File: src/rtl/hazard_pkg.sv
// Shared types and helpers for the hazard scoreboard.
package hazard_pkg;

  typedef enum logic [1:0] {
    HZ_NONE   = 2'd0,
    HZ_STALL  = 2'd1,
    HZ_FLUSH  = 2'd2,
    HZ_FREEZE = 2'd3
  } hazard_op_e;

  // Counter width able to hold the values 0..depth.
  function automatic int unsigned cnt_width(input int unsigned depth);
    return (depth < 1) ? 1 : $clog2(depth + 1);
  endfunction

endpackage

File: src/rtl/hazard_sb_cnt.sv
// Countdown counter for one tracked register: loads WB_DEPTH on issue, counts to zero.
module hazard_sb_cnt
  import hazard_pkg::*;
#(
  parameter int unsigned WB_DEPTH = 3
) (
  input  logic clk_i,
  input  logic rst_i,
  input  logic load_i,
  input  logic dec_en_i,
  output logic busy_o
);

  localparam int unsigned CntW = cnt_width(WB_DEPTH);

  logic [CntW-1:0] cnt_q, cnt_d;

  // A load replaces the decrement so the newest writer wins.
  always_comb begin
    cnt_d = cnt_q;
    if (dec_en_i) begin
      if (load_i) begin
        cnt_d = CntW'(WB_DEPTH);
      end else if (cnt_q != '0) begin
        cnt_d = cnt_q - CntW'(1);
      end
    end
  end

  always_ff @(posedge clk_i or posedge rst_i) begin
    if (rst_i) begin
      cnt_q <= '0;
    end else begin
      cnt_q <= cnt_d;
    end
  end

  assign busy_o = (cnt_q != '0);

endmodule

File: src/rtl/hazard_scoreboard.sv
// Scoreboard-based RAW hazard detector with branch flush and external freeze.
// Optional HAZARD_PERF_EN adds saturating stall/flush cycle counters.
module hazard_scoreboard
  import hazard_pkg::*;
#(
  parameter int unsigned NUM_REGS     = 32,
  parameter int unsigned ADDR_W       = 5,
  parameter int unsigned WB_DEPTH     = 3,
  parameter int unsigned FLUSH_CYCLES = 1
) (
  input  logic                clk_i,
  input  logic                rst_i,
  input  logic                id_valid_i,
  input  logic [ADDR_W-1:0]   r1_addr_id_i,
  input  logic [ADDR_W-1:0]   r2_addr_id_i,
  input  logic                r1_used_i,
  input  logic                r2_used_i,
  input  logic [ADDR_W-1:0]   rd_addr_id_i,
  input  logic                rd_wren_id_i,
  input  logic                br_sel_i,
  input  logic                freeze_i,
  output logic [1:0]          hazard_op_o,
  output logic                stall_o,
  output logic                flush_o,
  output logic [NUM_REGS-1:0] busy_regs_o
`ifdef HAZARD_PERF_EN
  ,
  output logic [31:0]         stall_cnt_o,
  output logic [31:0]         flush_cnt_o
`endif
);

  logic [NUM_REGS-1:0] busy;
  logic [1:0]          flush_tmr_q, flush_tmr_d;
  logic                flush_act;
  logic                r1_busy, r2_busy, raw, issue;
  hazard_op_e          op;

  assign busy[0] = 1'b0;

  for (genvar r = 1; r < NUM_REGS; r++) begin : g_cnt
    hazard_sb_cnt #(
      .WB_DEPTH (WB_DEPTH)
    ) u_cnt (
      .clk_i    (clk_i),
      .rst_i    (rst_i),
      .load_i   (issue && (rd_addr_id_i == ADDR_W'(r))),
      .dec_en_i (!freeze_i),
      .busy_o   (busy[r])
    );
  end

  assign busy_regs_o = busy;

  assign r1_busy = (r1_addr_id_i != '0) && (32'(r1_addr_id_i) < NUM_REGS) && busy[r1_addr_id_i];
  assign r2_busy = (r2_addr_id_i != '0) && (32'(r2_addr_id_i) < NUM_REGS) && busy[r2_addr_id_i];
  assign raw     = id_valid_i && ((r1_used_i && r1_busy) || (r2_used_i && r2_busy));

  // A branch is ignored under freeze because EX is held and will reassert it.
  assign flush_act = (br_sel_i && !freeze_i) || (flush_tmr_q != '0);

  always_comb begin
    op      = HZ_NONE;
    stall_o = 1'b0;
    flush_o = 1'b0;
    if (freeze_i) begin
      op      = HZ_FREEZE;
      stall_o = 1'b1;
    end else if (flush_act) begin
      op      = HZ_FLUSH;
      flush_o = 1'b1;
    end else if (raw) begin
      op      = HZ_STALL;
      stall_o = 1'b1;
    end
  end

  assign hazard_op_o = op;
  assign issue = id_valid_i && rd_wren_id_i && (rd_addr_id_i != '0) && (op == HZ_NONE);

  always_comb begin
    flush_tmr_d = flush_tmr_q;
    if (!freeze_i) begin
      if (br_sel_i) begin
        flush_tmr_d = 2'(FLUSH_CYCLES - 1);
      end else if (flush_tmr_q != '0) begin
        flush_tmr_d = flush_tmr_q - 2'd1;
      end
    end
  end

  always_ff @(posedge clk_i or posedge rst_i) begin
    if (rst_i) begin
      flush_tmr_q <= '0;
    end else begin
      flush_tmr_q <= flush_tmr_d;
    end
  end

`ifdef HAZARD_PERF_EN
  logic [31:0] stall_cnt_q, stall_cnt_d, flush_cnt_q, flush_cnt_d;

  always_comb begin
    stall_cnt_d = stall_cnt_q;
    flush_cnt_d = flush_cnt_q;
    if (op == HZ_STALL && stall_cnt_q != '1) stall_cnt_d = stall_cnt_q + 32'd1;
    if (op == HZ_FLUSH && flush_cnt_q != '1) flush_cnt_d = flush_cnt_q + 32'd1;
  end

  always_ff @(posedge clk_i or posedge rst_i) begin
    if (rst_i) begin
      stall_cnt_q <= '0;
      flush_cnt_q <= '0;
    end else begin
      stall_cnt_q <= stall_cnt_d;
      flush_cnt_q <= flush_cnt_d;
    end
  end

  assign stall_cnt_o = stall_cnt_q;
  assign flush_cnt_o = flush_cnt_q;
`endif

endmodule

File: config.mk
export PLATFORM = sky130hd
export DESIGN_NAME = hazard_scoreboard
export DESIGN_NICKNAME = d
export VERILOG_FILES = /design/src/rtl/hazard_pkg.sv /design/src/rtl/hazard_sb_cnt.sv /design/src/rtl/hazard_scoreboard.sv
export SDC_FILE = /design/constraint.sdc
export NUM_CORES = 1
export LEC_CHECK = 0
export CELL_PAD_IN_SITES_DETAIL_PLACEMENT = 1
export CELL_PAD_IN_SITES_GLOBAL_PLACEMENT = 2
export CORE_MARGIN = 3
export CORE_UTILIZATION = 38
export CTS_BUF_LIST = sky130_fd_sc_hd__clkbuf_8
export DETAILED_ROUTE_END_ITERATION = 7
export GPL_TIMING_DRIVEN = 0
export HOLD_SLACK_MARGIN = 0.03
export PLACE_DENSITY = 0.9
export SLEW_MARGIN = 40
export SYNTH_ARGS = -nofsm -noshare
export SYNTH_HDL_FRONTEND = slang
export SYNTH_SLANG_ARGS = --single-unit
File: constraint.sdc
create_clock -name clk_i -period 4.5 [get_ports clk_i]
set_clock_uncertainty 0.1 [all_clocks]
set_input_delay 0.45 -clock clk_i [delete_from_list [all_inputs] [get_ports clk_i]]
set_output_delay 0.45 -clock clk_i [all_outputs]
set_load 0.01 [all_outputs]
==> out/metrics.yaml <==
outcome:
  outcome: "complete, no violations"
finish:
  final_nets: 675
  synthToLayoutAreaGrowth_pct: 20.7
  num_antenna_cells: 0
  fillers: 1464
  multi_input_area_sq_mm: 0.00245
  seq_area_sq_mm: 0.00160
  instances_no_fill: 793
  layout-drive-gt1-share: 0.168
clocking:
  cts_root_buffer: "clkbuf_8"
  postCtsHoldBufs: 0
  cts_made_buffers: 9
  clock_sinks: 64
  insertion_delay_ns: 0.37
  cts.path.max_buffers: 2
  ctsResizeCount: 0
  clk_pin_slew_ns: 0.08
  cts_tree: "built"
  htreeDepth: 3
  cts_setup_buffers: 0
yosys:
  synth_compound_area_frac: 0.140
  syn_nets: 609
  synthDistinctLibCells: 42
  syn_area_sq_mm: 0.00480
  synthAdderAreaFrac: 0.0834
  yosys.area_share.simple: 0.165
  seq_area_frac_synth: 0.334
  synthCells: 554
  synth_top_family_by_area: "simple AND/OR/NAND/NOR gates"
  synth-seq-cells: 64
  ys_warn_count: 0
  syn_area_per_cell_sq_um: 8.67
  synth_xor_area_frac: 0.0565
  synth.area.mux_share: 0.0644
pwr:
  power_switching_w: 0.00143
  power_density_mw_per_mm2: 637
  ir_drop_v: 0.000217
  p_sw_frac: 0.388
  p_int_w: 0.00226
  pwr-share-seq: 0.284
  pwr-share-clk: 0.154
  p_total_w: 0.00369
  cellLeakagePower_nw: 2.62
  comb_power_share: 0.562
floorplanning:
  rows: 40
  coreArea_sq_mm: 0.0122
  die_w_um: 118
  die_area_sq_mm: 0.0140
  initial_utilization: 0.395
  dieHeight_um: 118
  io_pins: 59
placed_design:
  place.gp.congestion: 0.802
  place_inst: 777
  hpwlAfterDp_um: 10100
  port_buffers: 54
  place_ws_ns: 0.203
run:
  maxCapViolCount: 0
drt:
  wl_per_cell_um: 16.5
  dr.first_iter.drc_count: 175
  viasPerCell: 5.06
  ant_nets: 0
  vias: 4010
  routed_wl_um: 13100
  drc_errors: 0
  dr.pass1.iters: 4
timing:
  slew_violations: 0
  tightest_slew_ns: 0.776
  finalCritPeriodShare: 0.968
  setup_violations: 0
  finalHoldViolCount: 0
  rsz0062_at_grt: "no"
  setup_tns_ns: 0
  fmax_ghz: 0.230
  layout_min_cycle_time_ns: 4.35
  relSlewSlack: 0.483
  setup_ws_ns: 0.145
global_routing:
  grt_pass1_vias: 4358
  grt_start_max_net_pins: 36
  grt_usage: 0.198
  antenna_found_initial: 0
  grt_pass1_wl_um: 22100
  grt-ovfl-total: 0
worst_setup_path:
  r2r_cells: 9
  cp.arrival_ns: 3.80
  crit_required_ns: 3.95
  start_kind: "input port"
  cp-end-kind: "output pin"
  path_class: "in -> out"
  crit_path_max_fanout: 10
worst_hold_path:
  hp-class: "in -> async"
==> cell usage after synthesis, drive strengths merged <==
cell type | instances | area (sq um)
nand3 | 5 | 25.0
a221oi | 1 | 8.76
nand4 | 17 | 121
ha | 32 | 400
inv | 100 | 375
o31ai | 31 | 358
nand4b | 1 | 8.76
xnor2 | 31 | 272
o311a | 1 | 10.0
nor4 | 5 | 31.3
o22ai | 3 | 18.8
or2 | 3 | 18.8
dfrtp | 64 | 1600
mux2i | 5 | 50.1
mux2 | 3 | 33.8
a211oi | 3 | 22.5
nand2 | 72 | 270
nor2 | 38 | 143
a32oi | 2 | 36.3
clkbuf | 13 | 48.8
nor2b | 4 | 25.0
and3b | 1 | 8.76
o21ai | 37 | 189
or3b | 2 | 17.5
conb | 1 | 3.75
mux4 | 10 | 225
nand2b | 3 | 18.8
a21oi | 1 | 5.00
a311oi | 2 | 17.5
nand3b | 3 | 22.5
buf | 44 | 323
o221ai | 1 | 8.76
or3 | 3 | 23.8
nor3 | 12 | 60.1
==> cell type report <==
cell class / count / area share
well taps: 168 / 0.0363
plain buffers: 57 / 0.0641
multi-input cells: 333 / 0.423
clock inverters: 7 / 0.0166
inverters: 100 / 0.0652
flip-flops and latches: 64 / 0.276
repair buffers: 55 / 0.0967
clock buffers: 9 / 0.0214
==> worst max-delay path: stages <==
cell	delay [ns]
clkdlybuf4s50_1	0.65
clkbuf_1	0.45
mux4_2	0.40
mux2_2	0.29
nand2_1	0.07
nand3_1	0.30
clkbuf_1	0.33
nand4b_1	0.21
buf_4	0.13
clkdlybuf4s50_1	0.52
==> routing by layer <==
metal  up-vias  track usage  share of wire
met3        12       0.0354          0.034
met5         -            0              0
met1      2007        0.256           0.45
li1       1933            -              -
met4         0       0.0471          0.012
met2        58        0.344           0.50
==> logic make-up (layout without fill, tap and decap cells) <==
family | count (synthesis) | after routing
other | 1 | 1
buffers and inverters | 157 | 228
flip-flops | 64 | 64
AND/OR/NAND/NOR | 169 | 169
XOR/XNOR | 31 | 31
AO/OA/AOI/OAI | 82 | 82
multiplexers | 18 | 18
adder cells (fa/ha/maj) | 32 | 32
==> power groups by stage <==
stage	clock network, W	registers [W]	logic [W]
after floorplan	0	0.00101	0.00147
after global placement	0	0.00103	0.00195
after detailed placement	0	0.00106	0.00209
after CTS	0.000574	0.00105	0.00211
after global routing	0.000609	0.00109	0.00236
final	0.000570	0.00105	0.00207
==> worst paths after layout <==
check,from,endpoint,slack (ns)
worst max-delay path,r1_addr_id_i[2],hazard_op_o[0],0.15
worst min-delay path,rst_i,g_cnt[10].u_cnt.cnt_q[0],0.33
worst max register to register,g_cnt[22].u_cnt.cnt_q[0],g_cnt[1].u_cnt.cnt_q[1],1.62
worst min register to register,g_cnt[29].u_cnt.cnt_q[1],g_cnt[29].u_cnt.cnt_q[1],0.42
max in group asynchronous,rst_i,g_cnt[16].u_cnt.cnt_q[0],3.44
min in group clk_i,g_cnt[29].u_cnt.cnt_q[1],g_cnt[29].u_cnt.cnt_q[1],0.42
==> sequential cells by signal (all words and copies together) (netlist names) <==
| register | cells |
|---|---|
| flush_tmr_q | 2 |
| g_cnt.u_cnt.cnt_q | 62 |
==> stage by stage <==
step	util	hold slack, ns	cell area [sq um]
floorplan	-	0.375	4800
global placement	0.457	0.391	5550
detailed placement	0.458	0.393	5580
CTS	0.477	0.347	5800
global route	0.477	0.356	5800
finish	0.477	0.330	5800
==> placed cells by master, fill, tap and decap left out, types with 2 or more instances in the layout <==
master and count:
a211oi_1 3, a311oi_1 2, buf_1 4, buf_2 3, buf_4 33, buf_6 4
bufinv_16 2, clkbuf_1 13, clkbuf_8 9, clkdlybuf4s50_1 54, clkinv_2 2, clkinv_4 3
dfrtp_1 64, ha_1 32, inv_1 99, mux2_2 3, mux2i_1 5, mux4_2 10
nand2_1 72, nand2b_1 3, nand3_1 5, nand3b_1 3, nand4_1 16, nor2_1 38
nor2b_1 4, nor3_1 12, nor4_1 5, o21ai_0 36, o22ai_1 3, o31ai_1 6
o31ai_2 25, or2_2 3, or3_1 2, or3b_2 2, xnor2_1 31
No activity file was read; power rests on OpenSTA's default activity.
